`config.mk`:
```
export PLATFORM = sky130hd
export DESIGN_NAME = ysyx_22040237_ifu_flat
export DESIGN_NICKNAME = d
export VERILOG_FILES = /design/src/rtl/ysyx_22040237_ifu_if.sv /design/src/rtl/ysyx_22040237_ifu.sv /design/src/flat_wrapper.sv
export SDC_FILE = /design/constraint.sdc
export NUM_CORES = 1
export LEC_CHECK = 0
export ABC_AREA = 1
export BUFFER_PORTS_ARGS = -buffer_cell sky130_fd_sc_hd__buf_4
export CAP_MARGIN = 20
export CELL_PAD_IN_SITES_DETAIL_PLACEMENT = 0
export CELL_PAD_IN_SITES_GLOBAL_PLACEMENT = 1
export CORE_MARGIN = 5
export CORE_UTILIZATION = 31
export CTS_BUF_LIST = sky130_fd_sc_hd__clkbuf_16
export CTS_CLUSTER_DIAMETER = 150
export DETAILED_ROUTE_END_ITERATION = 10
export PLACE_DENSITY = 0.89
export SKIP_CTS_REPAIR_TIMING = 1
export SLEW_MARGIN = 20
export SYNTH_ARGS = -nofsm -noshare
export SYNTH_HDL_FRONTEND = slang
export SYNTH_SLANG_ARGS = --single-unit
```
`constraint.sdc`:
```
create_clock -name clk -period 1.7 [get_ports clk]
set_input_delay 0.34 -clock clk [delete_from_list [all_inputs] [get_ports clk]]
set_output_delay 0.34 -clock clk [all_outputs]
set_load 0.05 [all_outputs]
```
`src/rtl/ysyx_22040237_ifu_if.sv`:
```
// IFU-side bundle: redirect input, instruction-memory request/response, IDU hand-off.
// master = IFU, slave = environment (EXU redirect path, memory, IDU).
interface ysyx_22040237_ifu_if #(
  parameter int unsigned XLEN = 64
);
  logic            redirect_valid_i;
  logic [XLEN-1:0] redirect_pc_i;
  logic            imem_req_valid_o;
  logic            imem_req_ready_i;
  logic [XLEN-1:0] imem_req_addr_o;
  logic            imem_rsp_valid_i;
  logic [31:0]     imem_rsp_data_i;
  logic            inst_valid_o;
  logic            inst_ready_i;
  logic [31:0]     inst_o;
  logic [XLEN-1:0] pc_o;

  modport master (
    input  redirect_valid_i, redirect_pc_i, imem_req_ready_i, imem_rsp_valid_i,
           imem_rsp_data_i, inst_ready_i,
    output imem_req_valid_o, imem_req_addr_o, inst_valid_o, inst_o, pc_o
  );

  modport slave (
    output redirect_valid_i, redirect_pc_i, imem_req_ready_i, imem_rsp_valid_i,
           imem_rsp_data_i, inst_ready_i,
    input  imem_req_valid_o, imem_req_addr_o, inst_valid_o, inst_o, pc_o
  );
endinterface

```
`src/rtl/ysyx_22040237_ifu.sv`:
```
// Instruction fetch unit: owns the PC, one outstanding imem read, buffers the word for the IDU.
// Optional YSYX_22040237_IFU_PERF_EN adds fetch/stall performance counters.
module ysyx_22040237_ifu #(
  parameter int unsigned     XLEN     = 64,
  parameter logic [XLEN-1:0] RESET_PC = XLEN'(64'h0000_0000_8000_0000)
) (
  input  logic                clk,
  input  logic                rst_n,
  ysyx_22040237_ifu_if.master bus
`ifdef YSYX_22040237_IFU_PERF_EN
  ,
  output logic [63:0]         perf_fetch_cnt_o,
  output logic [63:0]         perf_stall_cnt_o
`endif
);

  typedef enum logic [1:0] {StIdle, StReq, StWait, StHold} state_e;

  state_e          r_state, w_state_d;
  logic [XLEN-1:0] r_pc, w_pc_d;
  logic            r_kill, w_kill_d;
  logic [31:0]     r_inst, w_inst_d;

  logic [XLEN-1:0] w_redirect_pc;
  logic            w_req_fire;

  assign w_redirect_pc = bus.redirect_pc_i & ~XLEN'(3);
  assign w_req_fire    = (r_state == StReq) && bus.imem_req_ready_i;

  always_ff @(posedge clk or negedge rst_n) begin
    if (!rst_n) begin
      r_state <= StIdle;
      r_pc    <= RESET_PC;
      r_kill  <= 1'b0;
      r_inst  <= '0;
    end else begin
      r_state <= w_state_d;
      r_pc    <= w_pc_d;
      r_kill  <= w_kill_d;
      r_inst  <= w_inst_d;
    end
  end

  always_comb begin
    w_state_d            = r_state;
    w_pc_d               = r_pc;
    w_kill_d             = r_kill;
    w_inst_d             = r_inst;
    bus.imem_req_valid_o = 1'b0;
    bus.imem_req_addr_o  = '0;
    bus.inst_valid_o     = 1'b0;
    bus.inst_o           = '0;
    bus.pc_o             = '0;

    // Redirect retargets the PC in every active state; IDLE ignores it.
    if (r_state != StIdle && bus.redirect_valid_i) begin
      w_pc_d = w_redirect_pc;
    end

    unique case (r_state)
      StIdle: w_state_d = StReq;
      StReq: begin
        bus.imem_req_valid_o = 1'b1;
        bus.imem_req_addr_o  = r_pc;
        if (w_req_fire) begin
          w_state_d = StWait;
          // Accepted request targets the old PC, so its response must be dropped.
          if (bus.redirect_valid_i) w_kill_d = 1'b1;
        end
      end
      StWait: begin
        if (bus.imem_rsp_valid_i) begin
          if (r_kill || bus.redirect_valid_i) begin
            w_kill_d  = 1'b0;
            w_state_d = StReq;
          end else begin
            w_inst_d  = bus.imem_rsp_data_i;
            w_state_d = StHold;
          end
        end else if (bus.redirect_valid_i) begin
          w_kill_d = 1'b1;
        end
      end
      StHold: begin
        bus.inst_valid_o = ~bus.redirect_valid_i;
        bus.inst_o       = r_inst;
        bus.pc_o         = r_pc;
        if (bus.redirect_valid_i) begin
          w_state_d = StReq;
        end else if (bus.inst_ready_i) begin
          w_pc_d    = r_pc + XLEN'(4);
          w_state_d = StReq;
        end
      end
      default: w_state_d = StIdle;
    endcase
  end

`ifdef YSYX_22040237_IFU_PERF_EN
  logic w_fetch_inc;
  logic w_stall_inc;

  assign w_fetch_inc = bus.inst_valid_o && bus.inst_ready_i;
  assign w_stall_inc = ((r_state == StReq) && !bus.imem_req_ready_i) || (r_state == StWait);

  always_ff @(posedge clk or negedge rst_n) begin
    if (!rst_n) begin
      perf_fetch_cnt_o <= '0;
      perf_stall_cnt_o <= '0;
    end else begin
      if (w_fetch_inc) perf_fetch_cnt_o <= perf_fetch_cnt_o + 64'd1;
      if (w_stall_inc) perf_stall_cnt_o <= perf_stall_cnt_o + 64'd1;
    end
  end
`endif

endmodule

```
`src/flat_wrapper.sv`:
```
// flat-port wrapper written by rule: the top's interface ports become plain ports
module ysyx_22040237_ifu_flat 
#(
  parameter int unsigned     XLEN     = 64,
  parameter logic [XLEN-1:0] RESET_PC = XLEN'(64'h0000_0000_8000_0000)
)
  (clk, rst_n, bus_redirect_valid_i, bus_redirect_pc_i, bus_imem_req_ready_i, bus_imem_rsp_valid_i, bus_imem_rsp_data_i, bus_inst_ready_i, bus_imem_req_valid_o, bus_imem_req_addr_o, bus_inst_valid_o, bus_inst_o, bus_pc_o);
  ysyx_22040237_ifu_if #(.XLEN(XLEN)) bus_i ();
  input  logic clk;
  input  logic rst_n;
  input wire logic [$bits(bus_i.redirect_valid_i)-1:0] bus_redirect_valid_i;
  input wire logic [$bits(bus_i.redirect_pc_i)-1:0] bus_redirect_pc_i;
  input wire logic [$bits(bus_i.imem_req_ready_i)-1:0] bus_imem_req_ready_i;
  input wire logic [$bits(bus_i.imem_rsp_valid_i)-1:0] bus_imem_rsp_valid_i;
  input wire logic [$bits(bus_i.imem_rsp_data_i)-1:0] bus_imem_rsp_data_i;
  input wire logic [$bits(bus_i.inst_ready_i)-1:0] bus_inst_ready_i;
  output wire logic [$bits(bus_i.imem_req_valid_o)-1:0] bus_imem_req_valid_o;
  output wire logic [$bits(bus_i.imem_req_addr_o)-1:0] bus_imem_req_addr_o;
  output wire logic [$bits(bus_i.inst_valid_o)-1:0] bus_inst_valid_o;
  output wire logic [$bits(bus_i.inst_o)-1:0] bus_inst_o;
  output wire logic [$bits(bus_i.pc_o)-1:0] bus_pc_o;
  assign bus_i.redirect_valid_i = bus_redirect_valid_i;
  assign bus_i.redirect_pc_i = bus_redirect_pc_i;
  assign bus_i.imem_req_ready_i = bus_imem_req_ready_i;
  assign bus_i.imem_rsp_valid_i = bus_imem_rsp_valid_i;
  assign bus_i.imem_rsp_data_i = bus_imem_rsp_data_i;
  assign bus_i.inst_ready_i = bus_inst_ready_i;
  assign bus_imem_req_valid_o = bus_i.imem_req_valid_o;
  assign bus_imem_req_addr_o = bus_i.imem_req_addr_o;
  assign bus_inst_valid_o = bus_i.inst_valid_o;
  assign bus_inst_o = bus_i.inst_o;
  assign bus_pc_o = bus_i.pc_o;
  ysyx_22040237_ifu #(.XLEN(XLEN), .RESET_PC(RESET_PC)) u_core (.clk(clk), .rst_n(rst_n), .bus(bus_i));
endmodule
```
==> metrics.csv, run 1 <==
metric,value,unit
avgSynthCellArea,6.16,µm²
vias,10064,
slew_viol_final,0,
fin_skew,0.0114,ns
cp_max_fo,5,
end_kind,primary output,
drt_iter0_markers,676,
area_delta_synth_final,95.3,%
drtAntennaViolNets,0,
yosysSeqAreaShare,31.6,%
async_reset_ff_share,100,%
cts.sinks,99,
rsz0062_at_grt,true,
grt_pass1_vias,9101,
cts_tree,yes,
hold_depth,2,
insertion_delay,0.36,ns
grt_pass1_wl,49400,µm
rr_startpoint,u_core.r_state[0],
synth.most_common_cell,nand2_1,
hpwl,25800,µm
place.gp.congestion,0.919,
r2r_cells,9,
yosys-top-cells-area,"dfrtp_1, nand2_1, inv_1",
wl_per_cell,18.8,µm
worst_slew_pin_slew,0.405,ns
fin_util,61.2,%
ys_warn_count,0,
holdCritPathClass,input pin to flip-flop,
rows,58,
firstDrtPassIters,5,
pre_cts_ws,-0.111,ns
cts-root-buf,clkbuf_16,
synth_top_area_share,31.2,%
hold-path-endpoint,u_core.r_inst[20],
rrSetupSlack,-0.25,ns
violations,negative setup slack,
num_antenna_cells,0,
drt-total-wl,38300,µm
die_h,169,µm
core-area,0.0250,mm²
synth_area_leader_cell,dfrtp_1,
drive_above_1_share,54.6,%
postPlaceCellArea,0.0120,mm²
ctsHtreeMaxLevel,3,
io_buffers,261,
clkTransAtPathRegs,0.08,ns
cts_buffers,9,
syn_nets,1383,
die_area,0.0286,mm²
hold_viol,0,
cap_violations,0,
tns,-59.95,ns
p_total,25700,µW
fin_area,0.0153,mm²
critPathKind,flip-flop to primary output,
synth_enable_flop_cells,0,
finalNetCount,1814,
relSlewSlack,72.9,%
grt_max_degree,53,
start_util,31.3,%
setup_violations,217,
grt_overflow,0,
synth_common_cells,"nand2_1, inv_1, nor2_1",
clockBufferDepth,2,
grtUsageTotal,21.6,%
required,1.36,ns
irDropWorstVdd,1.08,mV
die_x,169,µm
power.density,1680,mW/mm²
via_per_inst,4.93,
fmax,484,MHz
startpoint_type,flip-flop,
min_from,bus_imem_rsp_data_i[20],
layout_setup_ws,-0.368,ns
leakage,0.00714,µW
yosysUniqueCellTypes,35,
worst_ep_arrival_time,1.73,ns
syn_inst,1275,
r2r_end,u_core.r_pc[52],
status,"complete, but fails checks",
antenna_found_initial,0,
period_needed,2.07,ns
fin_crit_sh,122,%
top_level_ports,264,
syn_area,0.00785,mm²
ys.flop_type,dfrtp_1,
drc,0,
synth_seq_cells,99,
[routing by layer]
layer,wire (µm),global-route usage (%)
met1,15700,28.9
met2,18600,36.1
met3,2760,3.27
met4,1160,6.65
met5,0,0
[through the flow]
| step | std cells | hold WS (ns) |
|---|---|---|
| 2_1_floorplan | 1275 | 0.0444 |
| 3_3_place_gp | 1966 | 0.275 |
| 3_5_place_dp | 1966 | 0.270 |
| 4_1_cts | 1982 | -0.120 |
| 5_1_grt | 2041 | 0.204 |
| 6_report | 2041 | 0.208 |
[worst max path at each step]
| stage | slack, ns | startpoint | end | cells after the start |
|---|---|---|---|---|
| floorplan | -0.05 | u_core.r_state[0] | bus_inst_o[14] | 6 |
| global placement | -0.12 | u_core.r_pc[34] | u_core.r_pc[53] | 11 |
| detailed placement | -0.11 | u_core.r_pc[34] | u_core.r_pc[53] | 11 |
| CTS | -0.40 | u_core.r_state[0] | bus_inst_o[30] | 5 |
| global route | -0.42 | u_core.r_state[1] | bus_inst_valid_o | 6 |
| finish | -0.37 | u_core.r_state[0] | bus_pc_o[42] | 6 |
[cells by family after synthesis]
family | Yosys count | synth area share (%)
adders and majority gates | 6 | 0.956
DFF | 99 | 31.6
AOI/OAI and AO/OA | 154 | 11.1
muxes | 32 | 4.59
buffers and inverters | 306 | 14.7
xor gates and xnor gates | 8 | 0.893
and+or+nand+nor | 670 | 36.1
[state kept, by name (all words and copies together), names as in the netlist]
name / flops
u_core.r_kill: 1
u_core.r_inst: 32
u_core.r_state: 2
u_core.r_pc: 64
[worst max-delay path, cell delays in order, from the launching register on]
cell and delay (ns):
dfrtp_1 0.44, ha_4 0.23, clkbuf_16 0.19, clkbuf_16 0.17, nand2_2 0.09, clkinvlp_4 0.09, buf_6 0.15
[layout make-up]
class,count,area [µm²]
clock buffers,9,225
clock inverters,7,78.8
fillers,2090,9710
inverters,259,1550
multi-input cells,870,5430
flip-flops and latches,99,2480
well taps,330,413
repair buffers,467,5150
[cells in the final DEF, fill, tap and decap left out, drive strengths merged]
cell / n
buf: 449
nand2: 427
nor2: 164
clkinvlp: 151
inv: 111
dfrtp: 98
o21ai: 78
nand3: 62
mux2: 32
a21oi: 30
o211ai: 29
clkbuf: 26
nand4: 12
o22ai: 6
ha: 6
xnor2: 4
xor2: 4
o21bai: 4
a31oi: 4
clkinv: 4
nor3: 2
nor3b: 2
and2: 1
a211oi: 1
o31ai: 1
a31o: 1
dlygate4sd3: 1
dfstp: 1
[where the power goes]
part / total, µW / internal, µW / switching, µW
Combinational: 18800 / 7280 / 11500
Clock: 2150 / 1050 / 1100
Sequential: 4750 / 3470 / 1280
Power figures use the tool's default switching activity.
==> run 2, diff against run 1 <==
--- a/config.mk
+++ b/config.mk
@@ -10,7 +10,7 @@
 export CAP_MARGIN = 20
 export CELL_PAD_IN_SITES_DETAIL_PLACEMENT = 0
 export CELL_PAD_IN_SITES_GLOBAL_PLACEMENT = 1
-export CORE_MARGIN = 5
+export CORE_MARGIN = 3
 export CORE_UTILIZATION = 31
 export CTS_BUF_LIST = sky130_fd_sc_hd__clkbuf_16
 export CTS_CLUSTER_DIAMETER = 150
==> constraint.sdc (replaced) <==
create_clock -name clk -period 1.7 [get_ports clk]
set_input_delay 0.255 -clock clk [delete_from_list [all_inputs] [get_ports clk]]
set_output_delay 0.255 -clock clk [all_outputs]
set_load 0.05 [all_outputs]
==> metrics.csv, run 2 (synthesis results as in run 1) <==
metric,value,unit,change
grt_pass1_wl,48300,µm,was 49400 µm
fillers,2162,,was 2090
io_buffers,261,,unchanged
die_x,165,µm,was 169 µm
wl_per_cell,18.8,µm,about the same
layout_setup_ws,-0.295,ns,was -0.368 ns
required,1.44,ns,was 1.36 ns
clkTransAtPathRegs,0.08,ns,about the same
grt_max_degree,70,,was 53
start_util,31.9,%,was 31.3%
clockBufferDepth,2,,unchanged
layout_common_cells,"nand2_1, buf_4, inv_1",,"was nand2_1, buf_4, clkinvlp_4"
power.density,1700,mW/mm²,was 1680 mW/mm²
crit_path_max_incr_delay,0.45,ns,was 0.44 ns
drt-total-wl,38100,µm,was 38300 µm
fin_crit_sh,117,%,was 122%
drc,0,,unchanged
insertion_delay,0.37,ns,was 0.36 ns
holdWs,0.117,ns,was 0.208 ns
end_kind,primary output,,unchanged
grtUsageTotal,22.8,%,was 21.6%
setup_violations,213,,was 217
relSlewSlack,72.8,%,was 72.9%
crit_top_cell,buf_6,,was clkbuf_16
worst_slew_pin_slew,0.406,ns,was 0.405 ns
firstDrtPassIters,5,,unchanged
dp.cells,1952,,was 1966
rows,57,,was 58
leakage,0.00717,µW,was 0.00714 µW
cp_max_fo,6,,was 5
irDropWorstVdd,1.15,mV,was 1.08 mV
drtAntennaViolNets,0,,unchanged
die_area,0.0273,mm²,was 0.0286 mm²
antenna_found_initial,0,,unchanged
place.gp.congestion,0.961,,was 0.919
startpoint_type,flip-flop,,unchanged
slowest_stage,dfrtp_2,,was dfrtp_1
stdcell_count,2029,,was 2041
cts.sinks,99,,unchanged
critPathKind,flip-flop to primary output,,unchanged
area_delta_synth_final,85.9,%,was 95.3%
fin_skew,0.0124,ns,was 0.0114 ns
p_total,24800,µW,was 25700 µW
worst_ep_arrival_time,1.74,ns,was 1.73 ns
status,"complete, but fails checks",,unchanged
period_needed,2.00,ns,was 2.07 ns
slew_viol_final,0,,unchanged
cts_tree,yes,,unchanged
cap_violations,0,,unchanged
largest_reg_flops,64,,unchanged
grt_overflow,0,,unchanged
top_regs,"u_core.r_pc: 64 flops, u_core.r_inst: 32 flops, u_core.r_state: 2 flops",,unchanged
cts-root-buf,clkbuf_16,,unchanged
drive_above_1_share,51.8,%,was 54.6%
top_level_ports,264,,unchanged
tns,-38.24,ns,was -59.95 ns
ctsHtreeMaxLevel,3,,unchanged
finalNetCount,1808,,was 1814
crit_family,buffers and inverters,,unchanged
cts_buffers,9,,unchanged
top_register,u_core.r_pc,,unchanged
hold_viol,0,,unchanged
via_per_inst,4.92,,was 4.93
holdCritPathClass,input pin to flip-flop,,unchanged
core-area,0.0246,mm²,was 0.0250 mm²
drt_iter0_markers,650,,was 676
hpwl,25900,µm,was 25800 µm
crit_buf_inv,5,,was 4
violations,negative setup slack,,unchanged
layout_commonest_cell,nand2_1,,unchanged
fmax,501,MHz,was 484 MHz
vias,9983,,was 10064
grt_pass1_vias,8752,,was 9101
num_antenna_cells,0,,unchanged
die_h,165,µm,was 169 µm
rsz0062_at_grt,true,,unchanged
cp_cell_sequence,"buf_6, ha_4, buf_4, buf_6, nand2_2, clkinvlp_4, buf_6",,"was ha_4, clkbuf_16, clkbuf_16, nand2_2, clkinvlp_4, buf_6"
==> run 2: changes by cell type in the layout (fill, tap and decap cells not counted), sizes merged <==
cell | previous run | this run
buf | 449 | 445
clkbuf | 26 | 24
clkinv | 4 | 3
clkinvlp | 151 | 101
inv | 111 | 162
==> run 2: final timing paths <==
path	startpoint	to	slack, ns	depth (start not counted)
max	u_core.r_state[0]	bus_imem_req_addr_o[23]	-0.30	7
min	bus_imem_rsp_data_i[22]	u_core.r_inst[22]	0.12	2
max reg2reg	u_core.r_state[1]	u_core.r_pc[53]	-0.19	11
min reg2reg	u_core.r_inst[17]	u_core.r_inst[17]	0.54	1
max in group asynchronous	rst_n	u_core.r_pc[50]	0.86	3
min in group asynchronous	rst_n	u_core.r_inst[7]	0.32	2
==> run 2: metrics by stage <==
stage / instance area (µm²) / util (%) / worst slack (ns)
6_report: 14600 / 59.3 / -0.295
5_1_grt: 14600 / 59.3 / -0.348
4_1_cts: 11900 / 48.5 / -0.354
3_5_place_dp: 11600 / 47.3 / -0.0689
3_3_place_gp: 11600 / 47.3 / -0.0661
2_1_floorplan: 8270 / - / -0.0241
==> run 2: metal layers <==
metal	GRT usage [%]	wire length, µm
met5	0	0
met4	4.80	1030
met3	3.89	2960
met2	38.6	18400
met1	30.6	15700
==> run 2: final cells by class <==
| type | count | area [µm²] | area share, % |
|---|---|---|---|
| flip-flops and latches | 99 | 2490 | 17.1 |
| multi-input cells | 870 | 5180 | 35.5 |
| clock inverters | 7 | 66.3 | 0.454 |
| well taps | 324 | 405 | 2.78 |
| inverters | 259 | 1360 | 9.30 |
| repair buffers | 461 | 4860 | 33.3 |
| clock buffers | 9 | 225 | 1.54 |
==> run 2: worst register-to-register path, cell delays in order (launching register included) <==
cell and delay [ns]:
dfrtp_2 0.45, ha_4 0.21, buf_12 0.15, buf_6 0.13, nand2_8 0.09, clkinvlp_4 0.18, buf_12 0.19, buf_12 0.13
buf_4 0.13, nand3_1 0.07, nand2_1 0.06, inv_1 0.06
==> run 2: report_power, final <==
part           switching, µW  internal (µW)  leakage, µW
Sequential              1370           3490      0.00121
Combinational          11000           6800      0.00582
Clock                   1130           1040     0.000145
Total                  13500          11300      0.00717
==> run 3, diff against run 2 <==
--- a/config.mk
+++ b/config.mk
@@ -16,8 +16,9 @@
 export CTS_CLUSTER_DIAMETER = 150
 export DETAILED_ROUTE_END_ITERATION = 10
 export PLACE_DENSITY = 0.89
-export SKIP_CTS_REPAIR_TIMING = 1
+export RECOVER_POWER = 100
 export SLEW_MARGIN = 20
 export SYNTH_ARGS = -nofsm -noshare
 export SYNTH_HDL_FRONTEND = slang
 export SYNTH_SLANG_ARGS = --single-unit
+export TNS_END_PERCENT = 5
==> metrics.csv, run 3 (synthesis results as in run 1) <==
metric,value,unit,change
status,"complete, but fails checks",,unchanged
violations,negative setup slack,,unchanged
cts-root-buf,clkbuf_16,,unchanged
worst_slew_pin_slew,0.700,ns,was 0.406 ns
grt_pass1_wl,51200,µm,was 48300 µm
top_regs,"u_core.r_pc: 64 flops, u_core.r_inst: 32 flops, u_core.r_state: 2 flops",,unchanged
area_delta_synth_final,69.8,%,was 85.9%
die_x,165,µm,unchanged
cp_max_fo,20,,was 6
top_register,u_core.r_pc,,unchanged
finalNetCount,1775,,was 1808
regArea,0.00249,mm²,about the same
leakage,0.00637,µW,was 0.00717 µW
slew_viol_final,0,,unchanged
clkTransAtPathRegs,0.08,ns,about the same
layout_commonest_cell,nand2_1,,unchanged
fin_area,0.0133,mm²,was 0.0146 mm²
holdCritPathClass,input pin to flip-flop,,unchanged
irDropWorstVdd,1.05,mV,was 1.15 mV
grt_overflow,0,,unchanged
grtUsageTotal,24.4,%,was 22.8%
multiInputGateArea,0.00463,mm²,was 0.00518 mm²
holdWs,0.123,ns,was 0.117 ns
required,1.44,ns,about the same
grt_max_degree,53,,was 70
crit_family,buffers and inverters,,unchanged
place.gp.congestion,0.953,,was 0.961
fin_skew,0.0100,ns,was 0.0124 ns
rsz0062_at_grt,true,,unchanged
crit_buf_inv,4,,was 5
drtAntennaViolNets,0,,unchanged
die_h,165,µm,unchanged
hpwl,25700,µm,was 25900 µm
relSlewSlack,53.3,%,was 72.8%
core-area,0.0246,mm²,unchanged
die_area,0.0273,mm²,unchanged
layout_setup_ws,-0.286,ns,was -0.295 ns
startpoint_type,flip-flop,,unchanged
largest_reg_flops,64,,unchanged
via_per_inst,4.74,,was 4.92
cp_cell_sequence,"buf_4, ha_4, buf_12, nand2_1, clkinvlp_4, buf_6",,"was buf_6, ha_4, buf_4, buf_6, nand2_2, clkinvlp_4, buf_6"
power.density,1800,mW/mm²,was 1700 mW/mm²
wl_per_cell,16.8,µm,was 18.8 µm
postPlaceCellArea,0.0118,mm²,was 0.0116 mm²
vias,9462,,was 9983
fmax,504,MHz,was 501 MHz
cap_violations,0,,unchanged
grt_pass1_vias,9396,,was 8752
ctsHtreeMaxLevel,3,,unchanged
cts_tree,yes,,unchanged
crit_path_max_incr_delay,0.40,ns,was 0.45 ns
cts_buffers,9,,unchanged
drive_above_1_share,45.3,%,was 51.8%
p_total,24000,µW,was 24800 µW
worst_ep_arrival_time,1.73,ns,was 1.74 ns
rows,57,,unchanged
hold_viol,0,,unchanged
fillers,2329,,was 2162
slowest_stage,dfrtp_1,,was dfrtp_2
antenna_found_initial,0,,unchanged
setup_violations,171,,was 213
critPathKind,flip-flop to primary output,,unchanged
layout_common_cells,"nand2_1, buf_4, inv_1",,unchanged
num_antenna_cells,0,,unchanged
fin_crit_sh,117,%,about the same
start_util,31.9,%,unchanged
drt-total-wl,33600,µm,was 38100 µm
end_kind,primary output,,unchanged
io_buffers,261,,unchanged
firstDrtPassIters,7,,was 5
insertion_delay,0.36,ns,was 0.37 ns
clockBufferDepth,2,,unchanged
top_level_ports,264,,unchanged
cts.sinks,99,,unchanged
drt_iter0_markers,585,,was 650
drc,0,,unchanged
period_needed,1.99,ns,was 2.00 ns
## run 3: changes by cell type in the layout (fill, tap and decap cells not counted), moves of 13 or more
cell	delta
clkbuf_16	-15
buf_6	-54
buf_8	+17
nand2_1	+43
buf_4	+27
inv_2	-13
o21ai_0	+13
nand2_4	-41
## run 3: layout make-up
cell class / count / area share (%)
multi-input cells: 870 / 34.8
repair buffers: 428 / 31.1
flip-flops and latches: 99 / 18.7
inverters: 259 / 10.2
well taps: 324 / 3.04
clock buffers: 9 / 1.69
clock inverters: 7 / 0.526
## run 3: routing by layer
layer	up-vias	track usage (%)	wire, µm
li1	4675	-	-
met1	4422	32.3	14800
met2	323	41.0	15800
met3	42	3.87	2180
met4	0	6.90	735
met5	-	0	0
## run 3: what timing repair did
action	in CTS	in global routing
hold buffers	1	0
buffers inserted	10	1
cloned	4	0
setup endpoints to repair	192	249
gates resized for setup	225	151
pin swaps	4	11
hold endpoints to repair	20	0
## run 3: worst paths after layout
check / start / endpoint / slack (ns) / cells past startpoint
max: u_core.r_state[0] / bus_inst_o[10] / -0.29 / 6
min: bus_imem_rsp_data_i[22] / u_core.r_inst[22] / 0.12 / 2
max reg2reg: u_core.r_state[0] / u_core.r_pc[10] / -0.08 / 9
min reg2reg: u_core.r_inst[26] / u_core.r_inst[26] / 0.51 / 1
max in group asynchronous: rst_n / u_core.r_pc[28] / 0.11 / 3
min in group asynchronous: rst_n / u_core.r_inst[31] / 0.47 / 2
## run 3: metrics by stage
stage          setup WS (ns)  cells  TNS, ns  utilization (%)
6_report              -0.286   1996   -30.85             54.2
5_1_grt               -0.348   1996   -49.20             54.2
4_1_cts               -0.298   1998   -38.11             52.7
3_5_place_dp         -0.0877   1967   -0.770             47.8
3_3_place_gp         -0.0696   1967   -0.272             47.8
2_1_floorplan        -0.0718   1275    -4.64                -
## run 3: where the power goes
part | internal (µW) | leakage [µW] | switching (µW)
Clock | 1040 | 0.000141 | 1100
Combinational | 6690 | 0.00502 | 10500
Sequential | 3480 | 0.00121 | 1180
Total | 11200 | 0.00637 | 12700
## run 3: worst register-to-register path: stages, from the launching register on
cell and delay [ns]:
dfrtp_1 0.38, buf_4 0.13, ha_4 0.24, buf_4 0.16
nand2_4 0.07, clkinv_2 0.08, buf_12 0.26, o21ai_1 0.14
a21oi_1 0.13, o21bai_1 0.13
